## src/rtl/pe_ctrl_pkg.sv

```systemverilog
// Shared types for the PE array sequencer: FSM states and precision encodings.
package pe_ctrl_pkg;

    typedef enum logic [2:0] {
        IDLE,
        CLEAR,
        COMPUTE,
        WAIT,
        DRAIN,
        DONE
    } state_t;

    // 2'b11 is reserved and is forwarded to pe_array without interpretation.
    localparam logic [1:0] PREC_INT8 = 2'b00;
    localparam logic [1:0] PREC_INT4 = 2'b01;
    localparam logic [1:0] PREC_INT2 = 2'b10;

endpackage

```

## src/rtl/skew_mask_gen.sv

```systemverilog
// Skewed feed-enable mask: lane l is active for t in [l, l + k_len).
module skew_mask_gen #(
    parameter int LANES   = 2,
    parameter int K_WIDTH = 8
) (
    input  logic [K_WIDTH:0]   t,
    input  logic [K_WIDTH-1:0] k_len,
    output logic [LANES-1:0]   mask
);

    // Wide enough that lane + k_len never wraps.
    localparam int CW = K_WIDTH + 2 + $clog2(LANES + 1);

    for (genvar l = 0; l < LANES; l++) begin : g_lane
        logic [CW-1:0] t_ext;
        logic [CW-1:0] lo;
        logic [CW-1:0] hi;

        assign t_ext   = CW'(t);
        assign lo      = CW'(l);
        assign hi      = CW'(l) + CW'(k_len);
        assign mask[l] = (t_ext >= lo) && (t_ext < hi);
    end

endmodule

```

## src/rtl/pe_array_ctrl.sv

```systemverilog
// Sequencer for the MxN PE array: clear, skewed operand feed, pipeline wait,
// then a row-major drain of all results followed by a done pulse.
module pe_array_ctrl
    import pe_ctrl_pkg::*;
#(
    parameter int M       = 2,
    parameter int N       = 2,
    parameter int K_WIDTH = 8,
    parameter int PE_LAT  = 1,
    parameter int SEL_W   = (M * N > 1) ? $clog2(M * N) : 1
) (
    input  logic               clk,
    input  logic               rst,
    input  logic               start,
    input  logic [K_WIDTH-1:0] k_len,
    input  logic [1:0]         prec_in,
    input  logic               abort,
    output logic               busy,
    output logic               done,
    output logic               pe_clear,
    output logic               pe_en,
    output logic [1:0]         precision_mode,
    output logic [K_WIDTH:0]   step,
    output logic [M-1:0]       row_en,
    output logic [N-1:0]       col_en,
    output logic [SEL_W-1:0]   drain_sel,
    output logic               out_valid,
    input  logic               out_ready
);

    localparam int LAT_W = (PE_LAT > 1) ? $clog2(PE_LAT) : 1;
    localparam logic [LAT_W-1:0]   LAT_LAST = LAT_W'(PE_LAT - 1);
    localparam logic [SEL_W-1:0]   SEL_LAST = SEL_W'(M * N - 1);
    localparam logic [SEL_W-1:0]   SEL_ONE  = SEL_W'(1);
    localparam logic [K_WIDTH:0]   STEP_ONE = (K_WIDTH + 1)'(1);
    localparam logic [K_WIDTH:0]   SKEW_M1  = (K_WIDTH + 1)'(M + N - 3);

    state_t             state;
    logic [K_WIDTH-1:0] k_len_q;
    logic [LAT_W-1:0]   lat_cnt;
    logic [K_WIDTH:0]   last_t;
    logic [K_WIDTH:0]   mask_t;
    logic [M-1:0]       row_mask;
    logic [N-1:0]       col_mask;

    // Masks are evaluated for the step about to be presented so row_en/col_en stay registered.
    assign mask_t = (state == COMPUTE) ? step + STEP_ONE : '0;
    assign last_t = {1'b0, k_len_q} + SKEW_M1;

    skew_mask_gen #(.LANES(M), .K_WIDTH(K_WIDTH)) u_row_mask (
        .t     (mask_t),
        .k_len (k_len_q),
        .mask  (row_mask)
    );

    skew_mask_gen #(.LANES(N), .K_WIDTH(K_WIDTH)) u_col_mask (
        .t     (mask_t),
        .k_len (k_len_q),
        .mask  (col_mask)
    );

    // Drain handshake: an element transfers on a cycle where out_valid and out_ready are both high;
    // drain_sel only advances on a transfer, so it is stable while out_ready is low.
    always_ff @(posedge clk or posedge rst) begin
        if (rst) begin
            state          <= IDLE;
            k_len_q        <= '0;
            lat_cnt        <= '0;
            busy           <= 1'b0;
            done           <= 1'b0;
            pe_clear       <= 1'b0;
            pe_en          <= 1'b0;
            precision_mode <= '0;
            step           <= '0;
            row_en         <= '0;
            col_en         <= '0;
            drain_sel      <= '0;
            out_valid      <= 1'b0;
        end else begin
            done     <= 1'b0;
            pe_clear <= 1'b0;
            if (abort && state != IDLE) begin
                state     <= IDLE;
                busy      <= 1'b0;
                pe_en     <= 1'b0;
                step      <= '0;
                row_en    <= '0;
                col_en    <= '0;
                drain_sel <= '0;
                out_valid <= 1'b0;
                lat_cnt   <= '0;
            end else begin
                case (state)
                    IDLE: begin
                        if (start && k_len != '0) begin
                            state          <= CLEAR;
                            k_len_q        <= k_len;
                            precision_mode <= prec_in;
                            busy           <= 1'b1;
                            pe_clear       <= 1'b1;
                        end
                    end
                    CLEAR: begin
                        state  <= COMPUTE;
                        pe_en  <= 1'b1;
                        step   <= '0;
                        row_en <= row_mask;
                        col_en <= col_mask;
                    end
                    COMPUTE: begin
                        if (step == last_t) begin
                            state   <= WAIT;
                            step    <= '0;
                            row_en  <= '0;
                            col_en  <= '0;
                            lat_cnt <= '0;
                        end else begin
                            step   <= step + STEP_ONE;
                            row_en <= row_mask;
                            col_en <= col_mask;
                        end
                    end
                    WAIT: begin
                        if (lat_cnt == LAT_LAST) begin
                            state     <= DRAIN;
                            pe_en     <= 1'b0;
                            out_valid <= 1'b1;
                            drain_sel <= '0;
                        end else begin
                            lat_cnt <= lat_cnt + LAT_W'(1);
                        end
                    end
                    DRAIN: begin
                        if (out_ready) begin
                            if (drain_sel == SEL_LAST) begin
                                state     <= DONE;
                                out_valid <= 1'b0;
                                drain_sel <= '0;
                                done      <= 1'b1;
                            end else begin
                                drain_sel <= drain_sel + SEL_ONE;
                            end
                        end
                    end
                    DONE: begin
                        state <= IDLE;
                        busy  <= 1'b0;
                    end
                    default: begin
                        state <= IDLE;
                        busy  <= 1'b0;
                    end
                endcase
            end
        end
    end

endmodule

```

## config.mk

```make
export PLATFORM = sky130hd
export DESIGN_NAME = pe_array_ctrl
export DESIGN_NICKNAME = d
export VERILOG_FILES = /design/src/rtl/pe_ctrl_pkg.sv /design/src/rtl/skew_mask_gen.sv /design/src/rtl/pe_array_ctrl.sv
export SDC_FILE = /design/constraint.sdc
export NUM_CORES = 1
export LEC_CHECK = 0
export CORE_ASPECT_RATIO = 1.1
export CORE_MARGIN = 5
export CORE_UTILIZATION = 55
export CTS_CLUSTER_SIZE = 12
export DETAILED_ROUTE_END_ITERATION = 7
export PLACE_DENSITY = 0.81
export SKIP_LAST_GASP = 1
export SYNTH_ARGS = -nofsm -noshare
export SYNTH_HDL_FRONTEND = slang
export SYNTH_SLANG_ARGS = --single-unit
```

## constraint.sdc

```tcl
create_clock -name clk -period 3.3 [get_ports clk]
set_clock_uncertainty 0.05 [all_clocks]
set_input_delay 0.33 -clock clk [delete_from_list [all_inputs] [get_ports clk]]
set_output_delay 0.33 -clock clk [all_outputs]
set_load 0.005 [all_outputs]
```

; After elaboration in Yosys (flattened, before gate mapping)
; Index checks and enable logic that the tools add are counted.
; Widths: inputs -> output; s select.
[word_totals]
ff_bits = 32
latchBits = 0
ram_bits = 0
mem_bits_ro = 0
input_bits = 15
output_inout_bits = 22
n_memories = 0
[op_classes]
add_sub_neg = 5
mul = 0
n_div = 0
magnitude_cmp = 4
n_eq_ne = 12
n_shift = 0
mux = 41
bitwise = 1
reduce_logical = 19
[ops]
columns = operator, n
row1 = $mux 9, 3
row2 = $ge 9x1->1 const B, 2
row3 = $mux 1, 18
row4 = $mux 3, 6
row5 = $pmux 9 s2, 1
row6 = $pmux 3 s5, 1
row7 = $reduce_bool 3->1, 5
row8 = $lt 9x12->1, 1
row9 = $mux 2, 6
row10 = $ne 3x3->1 const B, 4
row11 = $add 1x8->9 const A, 1
row12 = $add 8x1->9 const B, 1
row13 = $add 9x1->9 const B, 1
row14 = $eq 9x9->1, 1
row15 = $lt 9x8->1, 1
row16 = $pmux 1 s2, 4
row17 = $pmux 2 s2, 2
row18 = $reduce_bool 8->1, 1
row19 = $eq 3x2->1 const B, 2
row20 = $reduce_and 2->1, 3
row21 = $reduce_and 3->1, 2
row22 = $reduce_and 5->1, 1
row23 = $logic_and 1x1->1, 4
row24 = $reduce_and 4->1, 1
row25 = 10 further kinds, 10

; Logic depth before layout (Yosys ltp)
[logic_depth]
ltp_word = 7
depth_mapped = 12
mapped_depth_nobuf = 11

; Cells and area by module
; Synthesis repeated with hierarchy kept, for this count alone.
[hier_totals]
hier_cells = 337
area_unflattened_um2 = 2940.3
[by_module_without_submodules]
columns = module, instances, cells_per_inst, area_per_inst_um2
row1 = pe_array_ctrl, 1, 211, 1969.4
row2 = skew_mask_gen, 2, 63, 485.5

; Worst setup path after synthesis
; Ideal clock, no wire load.
[synth_path]
kind = reg2reg
startpoint = register state[1]
endpoint = register col_en[0]
arrival_ns = 2.706
path_slack_ns = 0.441
path_stages_with_launch = 13
n_path_buf = 2
period_less_slack_ns = 2.859
cell_sequence = dfrtp_1 -> clkbuf_1 -> nor2b_1 -> nand2_1 -> clkbuf_1 -> nor2_1 -> ha_1 -> a21o_1 -> a211o_1 -> o22ai_1 -> a21oi_1 -> o21a_1 -> o41ai_2
[synth_between]
elab_chain_cells = 7
elab_cells_between_ends = 12
[synth_lines]
columns = element, line
row1 = start: declaration, pe_array_ctrl.sv:38  ; state_t state;
row2 = start signal: assignment, pe_array_ctrl.sv:66  ; state <= IDLE;
row3 = start signal: assignment, pe_array_ctrl.sv:83  ; state <= IDLE;
row4 = start signal: assignment, pe_array_ctrl.sv:96  ; state <= CLEAR;
row5 = $eq 3x2->1, "pe_array_ctrl.sv:47, pe_array_ctrl.sv:93"
row6 = $mux 9, pe_array_ctrl.sv:47  ; assign mask_t = (state == COMPUTE) ? step + STEP_ONE : '0;
row7 = $ge 9x1->1 / $lt 9x8->1 (equally long branches), skew_mask_gen.sv:22  ; assign mask[l] = (t_ext >= lo) && (t_ext < hi);
row8 = $logic_and 1x1->1, skew_mask_gen.sv:22
row9 = $mux 2, pe_array_ctrl.sv:111  ; if (step == last_t) begin
row10 = $pmux 2 s2, pe_array_ctrl.sv:93  ; case (state)
row11 = $mux 2, pe_array_ctrl.sv:82  ; if (abort && state != IDLE) begin
row12 = end signal: assignment, pe_array_ctrl.sv:108  ; col_en <= col_mask;
row13 = end signal: assignment, pe_array_ctrl.sv:120  ; col_en <= col_mask;
row14 = end: declaration, pe_array_ctrl.sv:25  ; output logic [N-1:0] col_en,
; Parallel ways exist; a longest one is shown, timed or not.
; A chain may end at the register's enable or synchronous reset.

; Final worst setup path
[layout_path]
startpoint = register step[2]
endpoint = register col_en[1]
[layout_between]
elab_chain_cells = 7
elab_cells_between_ends = 9
[layout_lines]
columns = element, line
row1 = start: declaration, pe_array_ctrl.sv:23  ; output logic [K_WIDTH:0] step,
row2 = start signal: assignment, pe_array_ctrl.sv:118  ; step <= step + STEP_ONE;
row3 = $add 9x1->9, pe_array_ctrl.sv:47
row4 = $mux 9, pe_array_ctrl.sv:47
row5 = $lt 9x12->1 / $ge 9x1->1 (equally long branches), skew_mask_gen.sv:22
row6 = $logic_and 1x1->1, skew_mask_gen.sv:22
row7 = $mux 2, pe_array_ctrl.sv:111
row8 = $pmux 2 s2 *, pe_array_ctrl.sv:93
row9 = $mux 2 *, pe_array_ctrl.sv:82
; Mark *: on every way between the ends. The rest lies on a longest branch, timed or not.

==> results.py <==
metrics = {
    "final_layout": {
        "multi_input_area_sq_mm": 0.00153,
        "syn2layout_area_growth_pct": 19.2,
        "diodes": 0,
        "ff_latch_area_sq_um": 776,
        "drive_gt1_share_pct": 9.06,
        "final_nets": 350,
        "nFillCells": 360,
        "layout.cells.non_filler": 374,
    },
    "route": {
        "drt-met1-wl_microns": 2530,
        "remaining_drc_errors": 0,
        "ant_nets": 0,
        "routed_wl_microns": 6050,
        "drtIter0Drc": 183,
        "firstDrtPassIters": 4,
        "num_vias": 2261,
        "routedWlPerCell_microns": 16.2,
        "wl_met2_microns": 2950,
        "viasPerCell": 6.05,
        "routed-wl-met3_microns": 405,
        "routed.top_layer": "met4",
    },
    "yosys": {
        "yosys.area_share.simple_pct": 22.3,
        "ys_seq_area_share_pct": 31.5,
        "synth.cell_area_sq_mm": 0.00246,
        "syn_avg_cell_area_sq_um": 8.46,
        "synthMuxAreaShare_pct": 1.83,
        "synth_fa_ha_area_share_pct": 8.13,
        "synth_edf_count": 0,
        "syn_inst": 291,
        "yosysUniqueCellTypes": 54,
        "synth_top_area_share_pct": 31.5,
        "yosysWarnings": 0,
        "yosysMostFrequentCell": "nand2_1",
        "synth_top_cell_by_area": "dfrtp_1",
        "synth_top_family_by_area": "compound AO/OA/AOI/OAI gates",
        "synth_area_leaders": "dfrtp_1 32%, ha_1 8.1%, nand2_1 5.6%",
        "synth_compound_area_share_pct": 22.5,
        "synth_common_cells": "37 x nand2_1, 31 x dfrtp_1, 27 x nor2_1, 18 x o21ai_0",
        "async_reset_ff_share_pct": 100,
        "synthXorXnorAreaFrac_pct": 7.47,
        "syn_nets": 322,
        "ys_ff_latch": 31,
        "synthFlopType": "dfrtp_1",
    },
    "sta": {
        "fin_setup_tns_ns": 0,
        "fmax_mhz": 342,
        "fin_ws_ns": 0.374,
        "min_period_over_period_pct": 88.7,
        "hold_violations": 0,
        "layout_min_cycle_time_ns": 2.93,
        "relSlewSlack_pct": 36.4,
        "hold_ws_ns": 0.374,
        "slew_viol_final": 0,
        "worstMarginPinSlew_ns": 0.955,
        "setup_viol": 0,
        "grt_setup_unrepaired": "false",
    },
    "floorplanning": {
        "placement_rows": 25,
        "die_w_microns": 73.8,
        "die_h_microns": 80.2,
        "io_pins": 37,
        "die_area_sq_mm": 0.00592,
        "initial_utilization_pct": 57.0,
        "core_area_sq_mm": 0.00432,
    },
    "power": {
        "p_int_mw": 1.13,
        "p_leak_nw": 1.19,
        "p_clk_share_pct": 17.1,
        "p_total_mw": 1.98,
        "combPwrFrac_pct": 49.3,
        "p_sw_mw": 0.847,
        "pwr-share-seq_pct": 33.7,
        "swShare_pct": 42.8,
        "cellPowerDensity_mw_per_mm2": 675,
        "ir_worst_vdd_mv": 0.461,
    },
    "worst_setup_path": {
        "critPathCaptureType": "register",
        "worstPathCellList": "nand3_1, nor2_1, xnor2_1, nor2_1, ha_1, nand2_1, nor2_1, a2111oi_1, a211o_1, o311ai_0, o41ai_2",
        "cpPeakStageDelay_ns": 0.56,
        "cp_max_fo": 12,
        "slowest_stage": "dfrtp_1",
        "regToRegSetupSlack_ns": 0.37,
        "critPathRequiredTime_ns": 3.45,
        "critPathLaunchType": "register",
        "cp_data_arrival_time_ns": 3.07,
        "cpMostUsedCell": "nor2_1",
        "path_class": "register to register",
    },
    "global_routing": {
        "grtUsageTotal_pct": 22.7,
        "grt_start_max_net_pins": 32,
        "overflow": 0,
        "grt_pass1_vias": 2182,
        "grt_pass1_wl_microns": 10400,
        "antenna_found_initial": 0,
    },
    "clock_tree": {
        "worstSkewPairLatency_ns": 0.29,
        "htreeDepth": 2,
        "root_buffer": "clkbuf_8",
        "path_clk_slew_ns": 0.07,
        "cts_sinks": 31,
        "max-clock-path-buffers": 2,
        "post_cts_buffers": 0,
        "hold_buffers": 0,
        "tritoncts": "built",
        "numCtsBuffers": 5,
    },
    "place": {
        "hpwl_microns": 4520,
        "pre_cts_ws_ns": 0.365,
        "io_buffers": 36,
        "dp.cells": 366,
        "place_congestion": 0.945,
    },
    "job": {
        "drv_cap": 0,
    },
    "worst_hold_path": {
        "hp-class": "primary input to async pin",
    },
    "status": {
        "outcome": "complete, no violations",
    },
}
==> critical path: cells and delay by family, from the launching register on <==
kind                       cells  cell delay, ns
DFF                            1            0.56
AOI/OAI and AO/OA              4            1.04
xor gates and xnor gates       1            0.21
and+or+nand+nor                5            0.69
adders and majority gates      1            0.30
==> registers in the layout, indices dropped and copies added, names as in the netlist <==
signal and flops:
state 3, col_en 2, drain_sel 2, done 1, pe_en 1, step 9
pe_clear 1, k_len_q 8, precision_mode 2, busy 1, out_valid 1
==> power by group through the flow <==
stage               Combinational, mW  Clock, mW  Sequential (mW)
finish                          0.975      0.338            0.666
global route                     1.10      0.367            0.688
CTS                             0.980      0.343            0.661
detailed placement              0.975          0            0.666
global placement                0.954          0            0.662
floorplan                       0.737          0            0.598
==> layer usage <==
layer / GRT usage [%] / vias to the layer above
met5: 0 / -
met4: 10.3 / 0
met3: 4.63 / 15
met2: 37.1 / 94
met1: 28.5 / 1054
li1: - / 1098
==> layout make-up <==
class / count / share of cell area (%)
sequential: 31 / 26.4
inverter: 16 / 2.05
timing repair buffer: 41 / 13.6
multi-input combinational: 224 / 52.2
tap: 54 / 2.30
clock buffer: 8 / 3.41
==> logic make-up after synthesis <==
| kind of cell | count (synthesis) |
|---|---|
| AND/OR/NAND/NOR | 112 |
| AO/OA/AOI/OAI | 71 |
| buffers and inverters | 36 |
| flip-flops | 31 |
| XOR/XNOR | 21 |
| adder cells (fa/ha/maj) | 16 |
| multiplexers | 4 |
==> placed cells by master (no fill, tap or decap), drive strengths merged, types with 2 or more instances in the layout <==
cell           instances
nand3                 13
nor2b                  2
a31oi                  2
a211o                  3
clkbuf                 8
a21o                   2
o21ai                 19
ha                    16
clkdlybuf4s50         36
nand2b                 5
o31ai                  2
a21oi                  9
or3                    5
and3                   3
nand2                 37
and2                   2
o21a                   2
mux2                   4
nand4                  3
inv                   16
nor2                  27
buf                    5
xnor2                 12
o311ai                 2
dfrtp                 31
nor4                   6
o22ai                  3
nor3                   4
o2111ai                3
o211ai                13
o41ai                  4
xor2                   9
a2111oi                2
==> per-stage QoR <==
step | area (sq um) | utilization, %
after CTS | 2930 | 67.9
after floorplan | 2460 | -
final | 2930 | 68.0
after global placement | 2830 | 65.6
after global routing | 2930 | 68.0
after detailed placement | 2830 | 65.6
==> repair_timing <==
item / CTS / global route
hold endpoints to repair: 0 / 0
setup endpoints to repair: 0 / 1
resized for setup: 0 / 1
==> path summary, 6_finish.rpt <==
kind	start	end	cells past startpoint
worst max-delay path	step[2]	col_en[1]	11
worst min-delay path	rst	col_en[0]	3
worst max register to register	step[2]	col_en[1]	11
worst min register to register	pe_en	pe_en	2
max in group asynchronous	rst	state[2]	3
min in group clk	pe_en	pe_en	2
Note: power is estimated with default switching activity, not from simulation.
